[config.mk]
export PLATFORM = sky130hd
export DESIGN_NAME = bitop_sequencer
export DESIGN_NICKNAME = d
export VERILOG_FILES = /design/src/rtl/bitop_sequencer_pkg.sv /design/src/rtl/bitop_sequencer.sv
export SDC_FILE = /design/constraint.sdc
export NUM_CORES = 1
export LEC_CHECK = 0
export ABC_AREA = 1
export CAP_MARGIN = 40
export CORE_MARGIN = 3
export CORE_UTILIZATION = 43
export DETAILED_ROUTE_END_ITERATION = 6
export PLACE_DENSITY = 0.77
export RECOVER_POWER = 100
export REMOVE_ABC_BUFFERS = 1
export SYNTH_ARGS = -nofsm -noshare
export SYNTH_HDL_FRONTEND = slang
export SYNTH_SLANG_ARGS = --single-unit
[constraint.sdc]
create_clock -name clk -period 1.65 [get_ports clk]
set_input_delay 0.165 -clock clk [delete_from_list [all_inputs] [get_ports clk]]
set_output_delay 0.165 -clock clk [all_outputs]
set_load 0.01 [all_outputs]
[src/rtl/bitop_sequencer_pkg.sv]
// Shared definitions for the bit-operation sequencer and its bit-op unit.
package bitop_sequencer_pkg;

  // Command encodings presented on cmd; 5..7 are illegal.
  localparam logic [2:0] CMD_BIT = 3'd0;
  localparam logic [2:0] CMD_SET = 3'd1;
  localparam logic [2:0] CMD_RES = 3'd2;
  localparam logic [2:0] CMD_RLD = 3'd3;
  localparam logic [2:0] CMD_RRD = 3'd4;

  // Bit-op unit opcodes; BOP_IDLE parks the unit between commands.
  localparam logic [2:0] BOP_GETBIT  = 3'b000;
  localparam logic [2:0] BOP_SETBIT  = 3'b001;
  localparam logic [2:0] BOP_NSETBIT = 3'b010;
  localparam logic [2:0] BOP_GET4    = 3'b011;
  localparam logic [2:0] BOP_PUT4    = 3'b100;
  localparam logic [2:0] BOP_MERGE44 = 3'b101;
  localparam logic [2:0] BOP_IDLE    = 3'b111;

  typedef enum logic [2:0] {
    S_IDLE = 3'd0,
    S_RD   = 3'd1,
    S_EXEC = 3'd2,
    S_WR   = 3'd3,
    S_DONE = 3'd4
  } state_t;

  function automatic logic cmd_legal(input logic [2:0] c);
    return c <= CMD_RRD;
  endfunction

  function automatic logic cmd_is_rot(input logic [2:0] c);
    return (c == CMD_RLD) || (c == CMD_RRD);
  endfunction

  // Flag byte S,Z,X,H,X,PV,N,C for an 8-bit data result (PV = even parity).
  function automatic logic [7:0] result_flags(input logic [7:0] r);
    return {r[7], (r == 8'h00), r[5], 1'b0, r[3], ~(^r), 1'b0, 1'b0};
  endfunction

endpackage

[src/rtl/bitop_sequencer.sv]
// Sequencer for Z80-style BIT/SET/RES/RLD/RRD using an external bit-op unit.
module bitop_sequencer
  import bitop_sequencer_pkg::*;
(
  input  logic        clk,
  input  logic        rst_n,
  input  logic        start,
  input  logic [2:0]  cmd,
  input  logic [2:0]  bit_sel,
  input  logic        use_mem,
  input  logic [7:0]  reg_val,
  input  logic [7:0]  acc_in,
  input  logic [7:0]  flags_in,
  input  logic [7:0]  mem_rdata,
  input  logic        mem_ack,
  input  logic [15:0] bop_out,
  input  logic [7:0]  bop_flags,
  output logic [2:0]  bop_opp,
  output logic [15:0] bop_a,
  output logic [15:0] bop_b,
  output logic [15:0] bop_c,
  output logic        mem_req,
  output logic        mem_we,
  output logic [7:0]  mem_wdata,
  output logic        reg_we,
  output logic [7:0]  reg_wdata,
  output logic        acc_we,
  output logic [7:0]  acc_wdata,
  output logic        flags_we,
  output logic [7:0]  flags_out,
  output logic        busy,
  output logic        done
);

  state_t     state, state_nxt;
  logic [1:0] step, step_nxt;
  logic [2:0] cmd_q, bit_q;
  logic       mem_q;
  logic [7:0] acc_q, flags_q, opnd;
  logic [7:0] res_m, res_a, flag_res;
  logic [3:0] nib_t, nib_u;
  logic       four_step, last_step, in_done;
  logic       unused_bits;

  assign unused_bits = ^bop_out[15:8];
  assign four_step   = cmd_is_rot(cmd_q);
  assign last_step   = four_step ? (step == 2'd3) : 1'b1;
  assign in_done     = (state == S_DONE);

  // State and step registers; reset aborts any command in flight.
  always_ff @(posedge clk or negedge rst_n) begin
    if (!rst_n) begin
      state <= S_IDLE;
      step  <= 2'd0;
    end else begin
      state <= state_nxt;
      step  <= step_nxt;
    end
  end

  // Next-state logic; start is only honoured in IDLE, mem_ack only in RD/WR.
  always_comb begin
    state_nxt = state;
    step_nxt  = step;
    case (state)
      S_IDLE: begin
        if (start) begin
          step_nxt = 2'd0;
          if (!cmd_legal(cmd))                state_nxt = S_DONE;
          else if (use_mem || cmd_is_rot(cmd)) state_nxt = S_RD;
          else                                 state_nxt = S_EXEC;
        end
      end
      S_RD: begin
        if (mem_ack) begin
          state_nxt = S_EXEC;
          step_nxt  = 2'd0;
        end
      end
      S_EXEC: begin
        if (last_step) begin
          step_nxt  = 2'd0;
          state_nxt = (mem_q && (cmd_q != CMD_BIT)) ? S_WR : S_DONE;
        end else begin
          step_nxt = step + 2'd1;
        end
      end
      S_WR: begin
        if (mem_ack) state_nxt = S_DONE;
      end
      S_DONE: state_nxt = S_IDLE;
      default: begin
        state_nxt = S_IDLE;
        step_nxt  = 2'd0;
      end
    endcase
  end

  // Command latches and per-step result capture from the bit-op unit.
  always_ff @(posedge clk or negedge rst_n) begin
    if (!rst_n) begin
      cmd_q    <= 3'd0;
      bit_q    <= 3'd0;
      mem_q    <= 1'b0;
      acc_q    <= 8'h00;
      flags_q  <= 8'h00;
      opnd     <= 8'h00;
      res_m    <= 8'h00;
      res_a    <= 8'h00;
      flag_res <= 8'h00;
      nib_t    <= 4'h0;
      nib_u    <= 4'h0;
    end else begin
      case (state)
        S_IDLE: begin
          if (start) begin
            cmd_q   <= cmd;
            bit_q   <= bit_sel;
            mem_q   <= use_mem || cmd_is_rot(cmd);
            acc_q   <= acc_in;
            flags_q <= flags_in;
            opnd    <= reg_val;
          end
        end
        S_RD: begin
          if (mem_ack) opnd <= mem_rdata;
        end
        S_EXEC: begin
          if (cmd_q == CMD_BIT) begin
            flag_res <= {bop_flags[7:1], flags_q[0]};
          end else if (!four_step) begin
            res_m <= bop_out[7:0];
          end else begin
            case (step)
              2'd0: nib_t <= bop_out[3:0];
              2'd1: res_m <= bop_out[7:0];
              2'd2: nib_u <= bop_out[3:0];
              default: begin
                res_a    <= bop_out[7:0];
                flag_res <= {bop_flags[7:5], 1'b0, bop_flags[3:2], 1'b0, flags_q[0]};
              end
            endcase
          end
        end
        default: begin
        end
      endcase
    end
  end

  // Bit-op unit operands; the unit is parked whenever we are not executing.
  always_comb begin
    bop_opp = BOP_IDLE;
    bop_a   = 16'h0000;
    bop_b   = 16'h0000;
    bop_c   = 16'h0000;
    if (state == S_EXEC) begin
      case (cmd_q)
        CMD_BIT: begin
          bop_opp = BOP_GETBIT;
          bop_a   = {8'h00, opnd};
          bop_c   = {13'h0000, bit_q};
        end
        CMD_SET, CMD_RES: begin
          bop_opp = (cmd_q == CMD_SET) ? BOP_SETBIT : BOP_NSETBIT;
          bop_a   = {8'h00, opnd};
          bop_b   = 16'h0001;
          bop_c   = {13'h0000, bit_q};
        end
        CMD_RLD, CMD_RRD: begin
          case (step)
            2'd0: begin
              bop_opp = BOP_GET4;
              bop_a   = {8'h00, opnd};
              bop_c   = 16'h0001;
            end
            2'd1: begin
              bop_opp = BOP_MERGE44;
              bop_a   = (cmd_q == CMD_RLD) ? {8'h00, opnd}  : {8'h00, acc_q};
              bop_b   = (cmd_q == CMD_RLD) ? {8'h00, acc_q} : {12'h000, nib_t};
            end
            2'd2: begin
              bop_opp = BOP_GET4;
              bop_a   = {8'h00, acc_q};
              bop_c   = 16'h0001;
            end
            default: begin
              bop_opp = BOP_MERGE44;
              bop_a   = {12'h000, nib_u};
              bop_b   = (cmd_q == CMD_RLD) ? {12'h000, nib_t} : {8'h00, opnd};
            end
          endcase
        end
        default: begin
        end
      endcase
    end
  end

  // Handshake, status and write-back outputs, all decoded from the current state.
  always_comb begin
    busy      = (state != S_IDLE);
    mem_req   = (state == S_RD) || (state == S_WR);
    mem_we    = (state == S_WR);
    mem_wdata = (state == S_WR) ? res_m : 8'h00;
    done      = in_done;
    reg_we    = in_done && !mem_q && ((cmd_q == CMD_SET) || (cmd_q == CMD_RES));
    acc_we    = in_done && four_step;
    flags_we  = in_done && ((cmd_q == CMD_BIT) || four_step);
    reg_wdata = reg_we   ? res_m    : 8'h00;
    acc_wdata = acc_we   ? res_a    : 8'h00;
    flags_out = flags_we ? flag_res : 8'h00;
  end

endmodule

==> implementation parameters, run 1 <==
Parameter                              Value

Flow run
  Max-capacitance violation count    0

Layout
  Final non-filler cell total    844
  Fraction of final layout cells with drive strength greater than 1    0.414
  Post-route cell area    ~0.0063 mm^2
  Layout area overhead    68.1%
  Number of nets in the layout    806
  Final standard cell utilization of the core    0.753
  Ant. Diodes    0

Timing
  Final worst path period need    2.04 ns
  Final setup margin    -0.391 ns
  Number of failing hold endpoints at the final stage    0
  Worst-case headroom to the max-slew limit    0.455
  Final worst clock skew    0.00941 ns
  Slew at the pin with the worst max-slew slack    0.817 ns
  Worst Hold Slack    0.355 ns
  RSZ-0062 raised after global routing    yes
  Share of the clock period used by the worst path    1.24
  Fmax achieved    490 MHz
  Final Setup Violations    60
  Number of pins with negative max-slew slack in the final report    0

Place
  GP Congestion    0.899
  Cell Count Post-Placement    788
  Placed inst area    approximately 0.0052 mm^2
  Final HPWL DP    8170 um
  Post-Place Setup Slack    -0.492 ns
  Number of buffer cells added on primary ports    approximately 110

Floorplanning
  Floorplan Core Area    0.00834 mm^2
  Width of the die    99.2 um
  Initial standard-cell utilization of the core    0.448
  Total Die Area    0.00984 mm^2
  Number of standard-cell rows in the floorplan    33
  Ports placed on the boundary    between 150 and 200
  Die Y-Extent    99.2 um

Synthesis
  Number of synthesized flops with an enable pin    0
  Leading cell types by count after synthesis    169 x nand2_1, 67 x inv_1, 61 x dfrtp_1
  Primary flip-flop cell chosen by synthesis mapping    dfrtp_1
  Count of unique library cells instantiated by Yosys    29
  Area contributors post-synth    dfrtp_1 41%, nand2_1 17%, inv_1 6.7%
  Top cell type's share of synthesized area    0.409
  Most used standard cell by instance count after synthesis    nand2_1
  Flops & latches, synth    61
  Synth warn    0
  Instance count of the mapped netlist    535
  Synth async-reset ratio    1.00
  Cell Area, Synth    0.00374 mm^2
  Average cell area after synthesis    between 6 and 7 um^2
  Proportion of synthesized chip area in sequential cells    0.409
  Cell accounting for the most synthesized area    dfrtp_1

Clock tree
  Skew-Pair Late Insertion Delay    0.34 ns
  Number of buffers created by CTS    9
  CTS tree    yes
  Root buffer cell    clkbuf_8
  Clk slew on worst S/H paths    approximately 0.070 ns
  Number of clock sinks    61
  Max Buffers Root-to-Sink    2
  H-tree Lvls    3

Setup path
  Critical register-to-register path endpoint    cmd_q[1]
  Critical path required time    1.48 ns
  Critical path class    reg -> out
  Startpoint of the worst-slack reg-to-reg timing path    state[1]
  First element of the critical path    step[0]
  Arrival time worst endpoint    1.88 ns
  Setup slack of the worst register-to-register path    -0.04 ns
  R2R cell count    8
  Biggest fanout along the worst timing path    4
  Crit path capture    bop_a[0]
  Critical-path cell with the highest stage delay    dfrtp_2
  Crit-path cells    inv_2 -> ha_2 -> inv_2 -> nand2_2 -> buf_6 -> nand2_2 -> nand3_2 -> nand2_1 -> a21oi_1 -> buf_2
  Critical path startpoint category    flip-flop
  Longest individual stage delay on the worst path    0.44 ns
  Kind of end point of the critical path    primary output

Power
  Leakage component of the power    3.22 nW
  Pwr/cell area    1630 mW/mm^2
  Worst IR drop on VDD    0.654 mV

Drt
  Average routed wire per standard cell    15.6 um
  Final wirelength    13,100 um
  Post-route antenna net violation count    0
  Number of vias in the routed layout    about 4,300
  Starting DRT DRC Count    between 200 and 250
  Via/cell ratio    5.09
  Detailed Routing Iterations Pass 1    5
  DRC viols    0

Worst hold path
  Classification of the worst-slack hold path    in -> reg

Global route
  Number of antenna violations at the first check in global routing    0
  Overall track demand over capacity in global routing    0.242
  Via count of the first global-routing pass    4,094
  Maximum number of pins on one net before global-route repair    62
  Gr ovfl total    0
  Wire length of the first global-routing pass    19,200 um

Run status
  Violations in the final reports    setup timing
  Status    finished, violations left
where the power goes:
part | internal (mW) | switching (mW)
sequential | 2.13 | 0.558
combinational | 2.93 | 3.48
clock | 0.572 | 0.584
total | 5.63 | 4.62
through the flow:
stage	setup TNS, ns	total power, mW
finish	-13.02	10.3
floorplan	0	4.78
global route	-18.76	10.9
CTS	-11.62	8.87
global placement	-16.68	6.85
detailed placement	-19.01	6.97
flip-flops by register name (all words and copies together) (netlist names):
signal and count:
cmd_q 3, step 2, flag_res 8, nib_t 4, acc_q 8, nib_u 4
opnd 8, bit_q 3, res_a 8, res_m 8, flags_q 1, mem_q 1
state 3
cell families (layout without fill, tap and decap cells):
kind of cell             Yosys count  count (layout)  synth area share
buffers and inverters            114             290             0.153
other                              1              29           0.00100
AO/OA/AOI/OAI                     86              86             0.125
flip-flops                        61              61             0.409
AND/OR/NAND/NOR                  269             269             0.299
adder cells (fa/ha/maj)            4               4            0.0134
critical path, delay by kind of cell (launching register included):
kind | cells | cell delay (ns)
adders and majority gates | 1 | 0.22
buffers and inverters | 4 | 0.44
DFF | 1 | 0.44
and+or+nand+nor | 4 | 0.26
AOI/OAI and AO/OA | 1 | 0.15
worst min-delay path by stage:
stage,endpoint,startpoint,cells past startpoint,slack (ns)
2_1_floorplan,acc_q[0],rst_n,0,-0.13
3_3_place_gp,opnd[5],rst_n,2,0.20
3_5_place_dp,opnd[5],rst_n,2,0.20
4_1_cts,bit_q[0],bit_sel[0],3,0.35
5_1_grt,acc_q[2],acc_in[2],3,0.36
6_report,bit_q[0],bit_sel[0],3,0.35
per-layer routing:
| layer | routed length, um | GRT usage | vias up |
|---|---|---|---|
| met3 | 1020 | 0.0575 | 49 |
| met5 | 0 | 0 | - |
| met2 | 6480 | 0.408 | 232 |
| met4 | 513 | 0.117 | 0 |
| met1 | 5120 | 0.292 | 2004 |
| li1 | - | - | 2012 |
what timing repair did:
item,in CTS,in global routing
setup buffers,24,17
gates resized for setup,331,127
endpoints found under the setup margin,61,105
pin swaps,19,24
cloned,1,2
hold buffers,1,0
hold endpoints to repair,61,0
area by class of cell:
class | count | area (um^2)
Clock inverter | 4 | 25.0
Inverter | 72 | 287
Tap cell | 105 | 131
Fill cell | 596 | 2060
Clock buffer | 11 | 141
Multi-Input combinational cell | 388 | 2270
Timing Repair Buffer | 203 | 1890
Sequential cell | 61 | 1530
cells in the final DEF, fill, tap and decap left out, drive strengths merged, types with 2 or more instances in the layout:
master	count
conb	29
buf	146
clkinvlp	3
nor3	8
nor2	58
o22ai	2
clkinv	2
clkdlybuf4s50	49
nand3	26
nand2	175
inv	71
o21ai	56
clkbuf	16
dfrtp	61
a21oi	28
ha	4
No activity file was read; power rests on OpenSTA's default activity.
==> run 2: changes to the inputs <==
--- a/config.mk
+++ b/config.mk
@@ -12,7 +12,6 @@
 export DETAILED_ROUTE_END_ITERATION = 6
 export PLACE_DENSITY = 0.77
 export RECOVER_POWER = 100
-export REMOVE_ABC_BUFFERS = 1
 export SYNTH_ARGS = -nofsm -noshare
 export SYNTH_HDL_FRONTEND = slang
 export SYNTH_SLANG_ARGS = --single-unit
==> run 2 against run 1 <==
The flow still finishes with violations (setup timing). Global-route usage rose by 2.6 points. Non-clock buffer count up 7. Clock-buffer cell count decreased by 1. Via count grew 7.7%. Combinational power is 3.4% higher. Final cell count increased by 0.95%. First-iteration DRC count increased by 53%. Setup slack got worse by 0.15 ns. Clock power increased by 32%. Largest cell class unchanged.
==> implementation parameters, run 2 (synthesis gave the netlist of run 1 again) <==
Parameter                              Value

Setup path
  Kind of end point of the critical path    primary output
  Critical path startpoint category    flip-flop
  Critical-path cell with the highest stage delay    dfrtp_1
  Longest individual stage delay on the worst path    0.42 ns
  Arrival time worst endpoint    2.03 ns
  Family with the most delay on the worst path    buffers and inverters
  Critical path required time    1.48 ns
  Biggest fanout along the worst timing path    3
  Crit-path cells    inv_2 -> buf_6 -> ha_4 -> inv_1 -> nand2_2 -> buf_6 -> buf_6 -> nand2_2 -> nand3_2 -> nand2_2 -> a21oi_2 -> buf_2
  CP Buf/Inv Count    6
  Critical path class    reg -> out

Layout
  Final standard cell utilization of the core    0.752
  Commonest non-fill, non-tap cell in the layout    nand2_1
  Number of nets in the layout    around 810
  Layout area overhead    67.9%
  Fraction of final layout cells with drive strength greater than 1    0.423
  Ant. Diodes    0
  Commonest non-fill, non-tap cells in the layout    134 x nand2_1, 58 x dfrtp_1, 55 x buf_4

Floorplanning
  Floorplan Core Area    0.00834 mm^2
  Total Die Area    ~0.0098 mm^2
  Number of standard-cell rows in the floorplan    33
  Width of the die    99.2 um
  Initial standard-cell utilization of the core    0.448
  Ports placed on the boundary    157
  Die Y-Extent    99.2 um

Clock tree
  CTS tree    yes
  Number of buffers created by CTS    9
  Max Buffers Root-to-Sink    2
  Clk slew on worst S/H paths    0.09 ns
  H-tree Lvls    3
  Root buffer cell    clkbuf_8
  Skew-Pair Late Insertion Delay    around 0.36 ns
  Number of clock sinks    61

Global route
  Overall track demand over capacity in global routing    0.268
  Number of antenna violations at the first check in global routing    0
  Gr ovfl total    0
  Via count of the first global-routing pass    4,495
  Maximum number of pins on one net before global-route repair    26
  Wire length of the first global-routing pass    21,300 um

Drt
  Number of vias in the routed layout    approximately 4,600
  Average routed wire per standard cell    18.1 um
  Final wirelength    around 15,000 um
  Via/cell ratio    5.43
  Post-route antenna net violation count    0
  Starting DRT DRC Count    336
  DRC viols    0
  Detailed Routing Iterations Pass 1    5

Power
  Pwr/cell area    around 1700 mW/mm^2
  Net Sw Power    ~5.0 mW
  Internal power contribution    5.88 mW
  Power after layout    10.9 mW
  Worst IR drop on VDD    0.758 mV
  Proportion of total power due to net switching    0.459
  Proportion of power drawn by flip-flops and latches    0.251
  Relative contribution of combinational cells to total power    0.609
  Leakage component of the power    3.27 nW
  Share of power burned in the clock network    0.141

Timing
  Final setup margin    -0.542 ns
  Slew at the pin with the worst max-slew slack    0.653 ns
  RSZ-0062 raised after global routing    yes
  Final worst clock skew    0.0190 ns
  Number of pins with negative max-slew slack in the final report    0
  Worst-case headroom to the max-slew limit    0.565
  Worst Hold Slack    0.342 ns
  Share of the clock period used by the worst path    1.33
  Fmax achieved    456 MHz
  Final Setup Violations    about 110
  Number of failing hold endpoints at the final stage    0
  Final worst path period need    2.19 ns

Run status
  Violations in the final reports    setup timing
  Status    finished, violations left

Place
  GP Congestion    0.939
  Final HPWL DP    8580 um
  Number of buffer cells added on primary ports    111
  Post-Place Setup Slack    -0.515 ns

Flow run
  Max-capacitance violation count    0

Worst hold path
  Classification of the worst-slack hold path    in -> async
-- run 2: cell count changes in the layout (fill, tap and decap cells not counted), sizes merged --
cell           change
clkinv             +1
dlygate4sd2        -1
bufinv             +2
inv                +1
clkinvlp           -2
buf                +4
clkdlybuf4s15      +3
-- run 2: cell type report --
class,count,area (um^2)
Sequential cell,61,1530
Timing Repair Buffer,210,1840
Fill cell,548,2070
Clock buffer,10,138
Multi-Input combinational cell,388,2260
Inverter,72,288
Clock inverter,6,86.3
Tap cell,105,131
-- run 2: worst register-to-register path, delay by kind of cell, from the launching register on --
| family | cells | cell delay (ns) |
|---|---|---|
| buf+inv | 4 | 0.59 |
| simple gates | 5 | 0.51 |
| flops | 1 | 0.47 |
| compound gates | 2 | 0.18 |
-- run 2: stage by stage --
step / area, um^2 / setup TNS (ns) / cells
after floorplan: 3840 / 0 / 563
after global placement: 5220 / -16.24 / 791
after detailed placement: 5220 / -17.93 / 791
after CTS: 5790 / -11.80 / 837
after global routing: 6270 / -27.90 / 852
final: 6270 / -23.10 / 852
-- run 2: final timing paths --
path                         endpoint  slack (ns)  depth (start not counted)      start
setup / recovery             bop_a[1]       -0.54                         12    step[1]
hold / removal                  mem_q        0.34                          2      rst_n
setup reg to reg             res_a[3]       -0.22                         11   cmd_q[0]
hold reg to reg              bit_q[2]        0.48                          2   bit_q[2]
max in group asynchronous  flags_q[0]        0.23                          3      rst_n
min in group clk             acc_q[1]        0.35                          3  acc_in[1]
-- run 2: routing by layer --
layer | track usage | vias to the layer above | share of wire
li1 | - | 2026 | -
met1 | 0.302 | 2191 | 0.36
met2 | 0.486 | 321 | 0.49
met3 | 0.0673 | 92 | 0.084
met4 | 0.102 | 0 | 0.062
met5 | 0 | - | 0
-- run 2: power groups by stage --
stage / sequential, mW / clock [mW] / combinational, mW
floorplan: 2.47 / 0 / 2.50
global placement: 2.61 / 0 / 4.08
detailed placement: 2.61 / 0 / 4.22
CTS: 2.64 / 1.51 / 5.08
global route: 2.77 / 1.60 / 7.05
finish: 2.73 / 1.53 / 6.62
-- run 2: timing repair --
item,in CTS,in global routing
hold endpoints to repair,22,0
gates resized for setup,344,117
gates cloned,1,2
pin swaps,22,30
buffers inserted,29,15
setup endpoints to repair,61,97
hold buffers,1,0
==> RTL change: new RTL, settings of run 2 <==
Encoding of `state_t`: now one-hot (5 bits for 5 states).
--- a/src/rtl/bitop_sequencer_pkg.sv
+++ b/src/rtl/bitop_sequencer_pkg.sv
@@ -18,10 +18,10 @@
   localparam logic [2:0] BOP_IDLE    = 3'b111;
 
-  typedef enum logic [2:0] {
-    S_IDLE = 3'd0,
-    S_RD   = 3'd1,
-    S_EXEC = 3'd2,
-    S_WR   = 3'd3,
-    S_DONE = 3'd4
+  typedef enum logic [4:0] {
+    S_IDLE = 5'b00001,
+    S_RD   = 5'b00010,
+    S_EXEC = 5'b00100,
+    S_WR   = 5'b01000,
+    S_DONE = 5'b10000
   } state_t;
 
Behaviour: same outputs for any inputs over 10 cycles, from zero or initial values and one cycle with rst_n low; not proved beyond that.
==> RTL change against run 2 <==
The flow finishes with violations (DRC, setup timing). Clock skew down 15 ps. Cell count up 2.6%. Core utilization up 5.3 points. First-iteration DRC count up 12%. Setup slack worse by 58 ps. Critical path type unchanged. Largest power group unchanged. Global-route usage up 0.38 points. Synthesized area up 2.7%. Total power down 3.6%. Wire length up 12%. Final area up 8.1%. Sequential cell count up 2.
==> RTL change: results <==
group,metric,value,unit
status,status,"finished with violations",
drt,wl_per_cell,19.8,µm
status,violations,"DRC, setup timing",
setup_path,crit_path_top_delay_cell,"dfrtp_2",
drt,drtPass1Iterations,7,
timing,timing.final.ws_setup,-600,ps
timing,slew_headroom,39.1,%
setup_path,r2r_slack,-200,ps
placed_design,place_congestion,0.949,
min_path,holdCritPathClass,"in -> reg",
synthesis,yosysUniqueCellTypes,33,
placed_design,dp_hpwl,8680,µm
setup_path,max_stage_delay,450,ps
drt,vias_per_cell,5.58,
global_routing,grtUsageTotal,27.2,%
synthesis,synth_area_leaders,"dfrtp_1 40%, nand2_1 17%, inv_1 7.3%, o21ai_0 7.0%, buf_4 5.7%",
timing,setup_viol,101,
global_routing,grt_max_degree,48,
power_and_ir_drop,leakage,3.55,nW
setup_path,timing.rr.end,"opnd[5]",
drt,drc,1,
power_and_ir_drop,ir_drop,0.664,mV
finish,drive_gt1_share,47.9,%
synthesis,synthTopCellsByCount,"169 x nand2_1, 75 x inv_1, 62 x dfrtp_1",
synthesis,yosysSeqAreaShare,41.1,%
timing,final.setup_skew,4.36,ps
global_routing,grt_pass1_wl,21300,µm
setup_path,crit_start,"cmd_q[2]",
==> RTL change: cells by family after synthesis <==
kind of cell               share of synthesized area, %
and+or+nand+nor                                    29.2
buffers and inverters                              15.4
AOI/OAI and AO/OA                                  12.9
DFF                                                41.1
adders and majority gates                          1.30
other                                            0.0977
==> RTL change: worst register-to-register path, delay by kind of cell, from the launching register on <==
kind                   cells  cell delay, ps
buffers and inverters      5             720
flip-flops                 1             390
AND/OR/NAND/NOR            6             670
==> RTL change: report_power, final <==
group / total [W] / internal, W / switching (W)
combinational: 0.00650 / 0.00279 / 0.00371
clock: 0.00122 / 0.000542 / 0.000679
sequential: 0.00276 / 0.00214 / 0.000620
==> RTL change: metal layers <==
layer / part of all wire, % / track usage, %
met1: 34 / 31.6
met4: 7.9 / 15.5
met3: 9.4 / 5.81
met2: 48 / 46.3
met5: 0 / 0
==> RTL change: area by class of cell <==
cell class	instances	area, µm²	share of cell area, %
tap	105	131	1.94
inverter	78	340	5.02
timing repair buffer	224	2000	29.6
clock inverter	7	50.0	0.738
sequential	63	1580	23.4
multi-input combinational	388	2540	37.5
clock buffer	9	124	1.83
==> RTL change: per-stage QoR <==
step | cell area [µm²] | utilization [%] | std cells | setup WS, ps | setup TNS, ps
after floorplan | 3940 | - | 568 | 16.1 | 0
after global placement | 5340 | 63.4 | 803 | -437 | -15980
after detailed placement | 5340 | 63.4 | 803 | -545 | -18770
after CTS | 5960 | 70.7 | 851 | -383 | -14710
after global routing | 6780 | 80.5 | 874 | -649 | -30940
final | 6780 | 80.5 | 874 | -600 | -24450
==> RTL change: how the worst min path moves through the flow <==
stage	to	slack [ps]	depth (start not counted)
finish	acc_q[3]	340	3
global route	res_m[5]	370	3
CTS	res_a[2]	270	2
detailed placement	res_a[2]	110	1
global placement	res_a[2]	110	1
floorplan	acc_q[0]	-130	0
==> RTL change: repair_timing <==
item / CTS / global route
hold buffers: 1 / 0
gates resized for setup: 358 / 218
endpoints found under the hold margin: 16 / 0
endpoints found under the setup margin: 74 / 115
gates cloned: 2 / 4
pin swaps: 27 / 42
setup buffers: 31 / 26
